File: config.mk
export PLATFORM = sky130hd
export DESIGN_NAME = dmem_arbiter
export DESIGN_NICKNAME = d
export VERILOG_FILES = /design/src/rtl/cpu_pkg.sv /design/src/rtl/starve_ctr.sv /design/src/rtl/dmem_arbiter.sv
export SDC_FILE = /design/constraint.sdc
export NUM_CORES = 1
export LEC_CHECK = 0
export BUFFER_PORTS_ARGS = -buffer_cell sky130_fd_sc_hd__buf_4
export CAP_MARGIN = 20
export CORE_ASPECT_RATIO = 0.6
export CORE_MARGIN = 2
export CORE_UTILIZATION = 31
export CTS_BUF_LIST = sky130_fd_sc_hd__clkbuf_16
export DETAILED_ROUTE_END_ITERATION = 8
export GPL_TIMING_DRIVEN = 0
export PLACE_DENSITY = 0.77
export SLEW_MARGIN = 20
export SYNTH_ARGS = -nofsm -noshare
export SYNTH_HDL_FRONTEND = slang
export SYNTH_SLANG_ARGS = --single-unit
File: constraint.sdc
create_clock -name clk -period 0.91 [get_ports clk]
set_input_delay 0.091 -clock clk [delete_from_list [all_inputs] [get_ports clk]]
set_output_delay 0.091 -clock clk [all_outputs]
set_load 0.1 [all_outputs]
File: src/rtl/cpu_pkg.sv
// Shared CPU definitions: datapath width defaults and the data-memory arbiter owner encoding.
package cpu_pkg;

  localparam int unsigned DW_DEF         = 16;
  localparam int unsigned AW_DEF         = 16;
  localparam int unsigned STARVE_MAX_DEF = 4;

  typedef enum logic [1:0] {
    ARB_IDLE   = 2'd0,
    ARB_CPU    = 2'd1,
    ARB_EXT_RD = 2'd2,
    ARB_EXT_WR = 2'd3
  } arb_state_t;

endpackage

File: src/rtl/starve_ctr.sv
// Saturating 4-bit wait counter for the external requester; clr wins over inc.
module starve_ctr #(
  parameter int unsigned MAX = 4
) (
  input  logic clk,
  input  logic rst,
  input  logic inc,
  input  logic clr,
  output logic at_max
);

  localparam logic [3:0] MAX4 = 4'(MAX);

  logic [3:0] cnt;

  assign at_max = (cnt == MAX4);

  always_ff @(posedge clk or negedge rst) begin
    if (!rst) begin
      cnt <= '0;
    end else if (clr) begin
      cnt <= '0;
    end else if (inc && !at_max) begin
      cnt <= cnt + 4'd1;
    end
  end

endmodule

File: src/rtl/dmem_arbiter.sv
// Data-memory port arbiter: MEM stage has priority over the external loader/debug port.
// DMEM_ARB_FAIR_EN enables the starvation counter that forces an external grant and stalls the CPU.
module dmem_arbiter
  import cpu_pkg::*;
#(
  parameter int unsigned DW         = DW_DEF,
  parameter int unsigned AW         = AW_DEF,
  parameter int unsigned STARVE_MAX = STARVE_MAX_DEF
) (
  input  logic          clk,
  input  logic          rst,
  input  logic          cpu_rd,
  input  logic          cpu_wr,
  input  logic [AW-1:0] cpu_addr,
  input  logic [DW-1:0] cpu_wdata,
  output logic [DW-1:0] cpu_rdata,
  output logic          cpu_stall,
  input  logic          ext_req,
  input  logic          ext_we,
  input  logic [AW-1:0] ext_addr,
  input  logic [DW-1:0] ext_wdata,
  output logic          ext_gnt,
  output logic          ext_rvalid,
  output logic [DW-1:0] ext_rdata,
  output logic [AW-1:0] mem_addr,
  output logic [DW-1:0] mem_wdata,
  output logic          mem_read,
  output logic          mem_write,
  input  logic [DW-1:0] mem_rdata,
  output logic          arb_err
);

  if (STARVE_MAX < 1 || STARVE_MAX > 15) begin : g_bad_starve_max
    $error("dmem_arbiter: STARVE_MAX must be within 1..15");
  end

  arb_state_t state, state_nxt;
  logic       cpu_acc;
  logic       cpu_gnt;

  assign cpu_acc = cpu_rd | cpu_wr;
  assign cpu_gnt = cpu_acc & ~ext_gnt;

`ifdef DMEM_ARB_FAIR_EN
  logic at_max;
  logic ctr_inc;
  logic ctr_clr;

  // Any cycle the external port is not kept waiting restarts the count.
  assign ctr_inc = ext_req & ~ext_gnt;
  assign ctr_clr = ~ctr_inc;

  starve_ctr #(
    .MAX (STARVE_MAX)
  ) u_starve_ctr (
    .clk    (clk),
    .rst    (rst),
    .inc    (ctr_inc),
    .clr    (ctr_clr),
    .at_max (at_max)
  );

  assign ext_gnt   = ext_req & (~cpu_acc | at_max);
  assign cpu_stall = cpu_acc & ext_gnt;
`else
  assign ext_gnt   = ext_req & ~cpu_acc;
  assign cpu_stall = 1'b0;
`endif

  // Memory port mux; a simultaneous CPU read+write is carried out as a write.
  always_comb begin
    mem_addr  = '0;
    mem_wdata = '0;
    mem_read  = 1'b0;
    mem_write = 1'b0;
    cpu_rdata = '0;
    if (ext_gnt) begin
      mem_addr  = ext_addr;
      mem_wdata = ext_wdata;
      mem_read  = ~ext_we;
      mem_write = ext_we;
    end else if (cpu_gnt) begin
      mem_addr  = cpu_addr;
      mem_wdata = cpu_wdata;
      mem_read  = cpu_rd & ~cpu_wr;
      mem_write = cpu_wr;
      if (cpu_rd) begin
        cpu_rdata = mem_rdata;
      end
    end
  end

  always_ff @(posedge clk or negedge rst) begin
    if (!rst) begin
      state <= ARB_IDLE;
    end else begin
      state <= state_nxt;
    end
  end

  always_comb begin
    state_nxt = ARB_IDLE;
    if (ext_gnt) begin
      state_nxt = ext_we ? ARB_EXT_WR : ARB_EXT_RD;
    end else if (cpu_gnt) begin
      state_nxt = ARB_CPU;
    end
  end

  always_comb begin
    ext_rvalid = (state == ARB_EXT_RD);
  end

  always_ff @(posedge clk or negedge rst) begin
    if (!rst) begin
      ext_rdata <= '0;
    end else if (ext_gnt && !ext_we) begin
      ext_rdata <= mem_rdata;
    end
  end

  always_ff @(posedge clk or negedge rst) begin
    if (!rst) begin
      arb_err <= 1'b0;
    end else if (cpu_rd && cpu_wr) begin
      arb_err <= 1'b1;
    end
  end

endmodule
# [After elaboration in Yosys (flattened, before gate mapping)]
# Index checks and enable logic that the tools add are counted.
[classes] n_bitwise=8 muxes=14 n_reduce_logical=3 eq_ne=1
[ops] op="$mux 16" n=7
[ops] op="$mux 1" n=6
[ops] op="$not 1->1" n=4
[ops] op="$and 1x1->1" n=3
[ops] op="$eq 2x2->1 const B" n=1
[ops] op="$logic_and 1x1->1" n=2
[ops] op="$mux 2" n=1
[ops] op="$logic_not 1->1" n=1
[ops] op="$or 1x1->1" n=1
[totals] in_bits=86 out_inout_bits=70 elab_cells=29 regBits=19

# [Logic depth before layout (Yosys ltp)]
[logic_depth] ltp_word=7 depth_mapped=5 ltp_nobuf=2

# [Least setup slack after synthesis]
# OpenSTA, ideal clock, no wires.
[synth_timing] kind="input to output" from="in cpu_rd" to="out mem_wdata[10]" path_buffers=3 path_slack_ns=-2.063 arrival_ns=2.882 path_stages=5 required_time_ns=0.819 path_cell_list="buf_4 -> or2_1 -> clkbuf_1 -> clkbuf_1 -> o21ai_0"
[synth_between] elab_chain_cells=7
[synth_rtl] element="start, declared" line="dmem_arbiter.sv:12" text="input logic cpu_rd,"
[synth_rtl] element="$or 1x1->1 (*)" line="dmem_arbiter.sv:41" text="assign cpu_acc = cpu_rd | cpu_wr;"
[synth_rtl] element="$not 1->1" line="dmem_arbiter.sv:66" text="assign ext_gnt = ext_req & ~cpu_acc;"
[synth_rtl] element="$and 1x1->1" line="dmem_arbiter.sv:66"
[synth_rtl] element="$not 1->1" line="dmem_arbiter.sv:42" text="assign cpu_gnt = cpu_acc & ~ext_gnt;"
[synth_rtl] element="$and 1x1->1" line="dmem_arbiter.sv:42"
[synth_rtl] element="$mux 16" line="dmem_arbiter.sv:82" text="end else if (cpu_gnt) begin"
[synth_rtl] element="$mux 16 (*)" line="dmem_arbiter.sv:77" text="if (ext_gnt) begin"
[synth_rtl] element="end, declared" line="dmem_arbiter.sv:26" text="output logic [DW-1:0] mem_wdata,"
# Every way passes the cells marked *; elsewhere a longest branch is shown, timed or not.

# [Worst setup path after layout]
[layout_timing] from="in cpu_rd" to="out mem_addr[12]"
[layout_between] elab_chain_cells=7
[layout_rtl] element="$or 1x1->1 (*)" line="dmem_arbiter.sv:41"
[layout_rtl] element="$not 1->1" line="dmem_arbiter.sv:66"
[layout_rtl] element="$and 1x1->1" line="dmem_arbiter.sv:66"
[layout_rtl] element="$not 1->1" line="dmem_arbiter.sv:42"
[layout_rtl] element="$and 1x1->1" line="dmem_arbiter.sv:42"
[layout_rtl] element="$mux 16" line="dmem_arbiter.sv:82"
[layout_rtl] element="$mux 16 (*)" line="dmem_arbiter.sv:77"
[layout_rtl] element="end, declared" line="dmem_arbiter.sv:25" text="output logic [AW-1:0] mem_addr,"
# Marked as above.

==> impl_metrics.json <==
{
  "run_status": "finished with violations",
  "postRouteAntennaNets": 0,
  "fin_worst_skew_ns": 0,
  "cts_max_level": 1,
  "ys_ff_latch": 19,
  "synth_top_area_frac": 0.334,
  "netlist_area_mm2": 0.00142,
  "yosysWarnings": 0,
  "setup_viol": 72,
  "gp_congestion": 0.706,
  "grt_pass1_vias": 2355,
  "die_y_um": 56.5,
  "grt-ovfl-total": 0,
  "io_pins": 156,
  "hold_depth": 2,
  "synth-seq-area-share": 0.334,
  "areaGrowthSynthToFinish_pct": 206,
  "critical_path_class": "input pin to primary output",
  "routed_via_density": 5.80,
  "r2r_cells": 1,
  "crit_fanout": 10,
  "synthArstFlopShare": 1.00,
  "syn_nets": 266,
  "worst-r2r-setup-slack_ns": 0.07,
  "violations": "setup timing",
  "hold_start": "mem_rdata[9]",
  "rsz0062_at_grt": "yes",
  "dp_hpwl_um": 4490,
  "critPathArrivalTime_ns": 1.25,
  "startpoint_type": "input pin",
  "period_needed_ns": 1.34,
  "synth_ff_type": "dfrtp_1",
  "yosysMostFrequentCell": "o21ai_0",
  "drt-initial-drc-count": 222,
  "cts_root_buf": "clkbuf_16",
  "clkTransAtPathRegs_ns": 0.06,
  "nFillCells": 75,
  "synth.cells.most_frequent": "o21ai_0 (62), nand2_1 (33), dfrtp_1 (19)",
  "slew_headroom": 0.633,
  "synth_edf_count": 0,
  "rows": 19,
  "max-cap-violations": 0,
  "post_route_cells_drive_above_1_share": 0.794,
  "vias": 2397,
  "grt_max_degree": 20,
  "r2r_end": "ext_rdata[13]",
  "crit_required_ns": 0.82,
  "fp.coreArea_mm2": 0.00449,
  "placed_area_mm2": 0.00319,
  "dp_cells": 394,
  "diodes": 0,
  "report.final.slew_viol_count": 0,
  "dieArea_mm2": 0.00517,
  "synth.area.top_cells": "dfrtp_1 (33%), o21ai_0 (22%), mux2_4 (11%)",
  "port_buffers": 151,
  "clock_path_buffers": 2,
  "p_total_mw": 7.38,
  "hold_class": "input pin to register",
  "hold_viol": 0,
  "start_util": 0.317,
  "holdPathEnd": "ext_rdata[9]",
  "cts_tree": "yes",
  "totalWireLength_um": 11100,
  "peakVddDrop_mv": 1.79,
  "clock_sinks": 19,
  "drc": 0,
  "stdcell_count": 413,
  "grt_usage": 0.313,
  "cts_buffers": 3,
  "die_w_um": 91.5,
  "antenna_found_initial": 0,
  "setup_ws_ns": -0.432,
  "avgSynthCellArea_um2": 7.91,
  "nets": 437,
  "firstDrtPassIters": 5,
  "wl_per_cell_um": 26.9,
  "min_period_over_period": 1.47,
  "power.leakage_nw": 1.95,
  "synth_top_area_cell": "dfrtp_1",
  "worstMarginPinSlew_ns": 0.545,
  "r2r_start": "ext_rdata[13]",
  "fmax_mhz": 745,
  "synth.distinct_cells": 22,
  "grt_pass1_wl_um": 12500,
  "clock_latency_ns": 0.26,
  "endpoint_kind": "primary output",
  "final_area_mm2": 0.00436,
  "netlist_instances": 180,
  "power.density_mw_per_mm2": 1690
}
-- report_power, final --
part / leakage, nW / total, mW / internal, mW / switching [mW]
clock: 0.0409 / 0.959 / 0.592 / 0.367
combinational: 1.70 / 5.16 / 1.93 / 3.23
sequential: 0.207 / 1.26 / 1.04 / 0.222
total: 1.95 / 7.38 / 3.56 / 3.82
-- flip-flops by register name, indices dropped and copies added, names as in the netlist --
name       flops
state          2
ext_rdata     16
arb_err        1
-- final cells by class --
class | count | area, µm² | area share
Buffer | 19 | 234 | 0.0537
Clock buffer | 3 | 75.1 | 0.0172
Multi-Input combinational cell | 139 | 1310 | 0.301
Tap cell | 63 | 78.8 | 0.0181
Inverter | 2 | 7.51 | 0.00172
Sequential cell | 19 | 499 | 0.115
Clock inverter | 1 | 5.00 | 0.00115
Timing Repair Buffer | 167 | 2150 | 0.493
-- worst max-delay path, cell delays in order --
cell and delay [ns]:
buf_12 0.11, clkbuf_2 0.21, o21ai_0 0.48, o21ai_4 0.14, buf_12 0.20
-- per-layer routing --
metal	global-route usage	wire length [µm]	vias up
met2	0.550	5380	222
li1	-	-	948
met3	0.0846	1020	63
met4	0.126	795	0
met1	0.365	3900	1164
met5	0	0	-
-- layout by cell type (no fill, tap or decap), drive strengths merged --
| cell | count |
|---|---|
| inv | 2 |
| conb | 1 |
| o21ai | 64 |
| mux2 | 16 |
| a21o | 1 |
| nand2 | 33 |
| nor2 | 1 |
| dfrtp | 19 |
| nand2b | 2 |
| or2 | 1 |
| a21oi | 1 |
| o21bai | 1 |
| buf | 166 |
| nor4b | 1 |
| dlygate4sd3 | 1 |
| nor2b | 1 |
| clkbuf | 22 |
| and2 | 16 |
| clkinv | 1 |
-- cell families after synthesis --
group	share of synthesized area
AO/OA/AOI/OAI	0.239
AND/OR/NAND/NOR	0.194
buffers and inverters	0.0773
flip-flops	0.334
multiplexers	0.153
other	0.00263
-- timing repair --
action	in CTS	in global routing
endpoints found under the hold margin	19	0
cloned	4	2
pin swaps	4	6
hold buffers	1	0
resized for setup	193	48
setup endpoints to repair	85	80
setup buffers	5	4
-- worst max path at each step --
| stage | depth (start not counted) | slack [ns] | from | to |
|---|---|---|---|---|
| after global placement | 4 | -0.67 | ext_we | ext_rdata[4] |
| after CTS | 6 | -0.33 | cpu_rd | mem_wdata[4] |
| final | 5 | -0.43 | cpu_rd | mem_addr[12] |
| after detailed placement | 4 | -0.69 | ext_we | ext_rdata[15] |
| after floorplan | 5 | -0.56 | cpu_rd | state[1] |
| after global routing | 5 | -0.41 | cpu_rd | mem_addr[12] |
-- through the flow --
stage / utilization / setup slack, ns / TNS, ns / hold WS, ns
after CTS: 0.928 / -0.328 / -13.42 / 0.0723
final: 0.970 / -0.432 / -16.46 / 0.0712
after floorplan: - / -0.561 / -24.82 / -0.205
after global routing: 0.970 / -0.407 / -17.43 / 0.0672
after global placement: 0.710 / -0.667 / -25.95 / -0.0234
after detailed placement: 0.710 / -0.693 / -26.75 / -0.0225
Power figures use the tool's default switching activity.
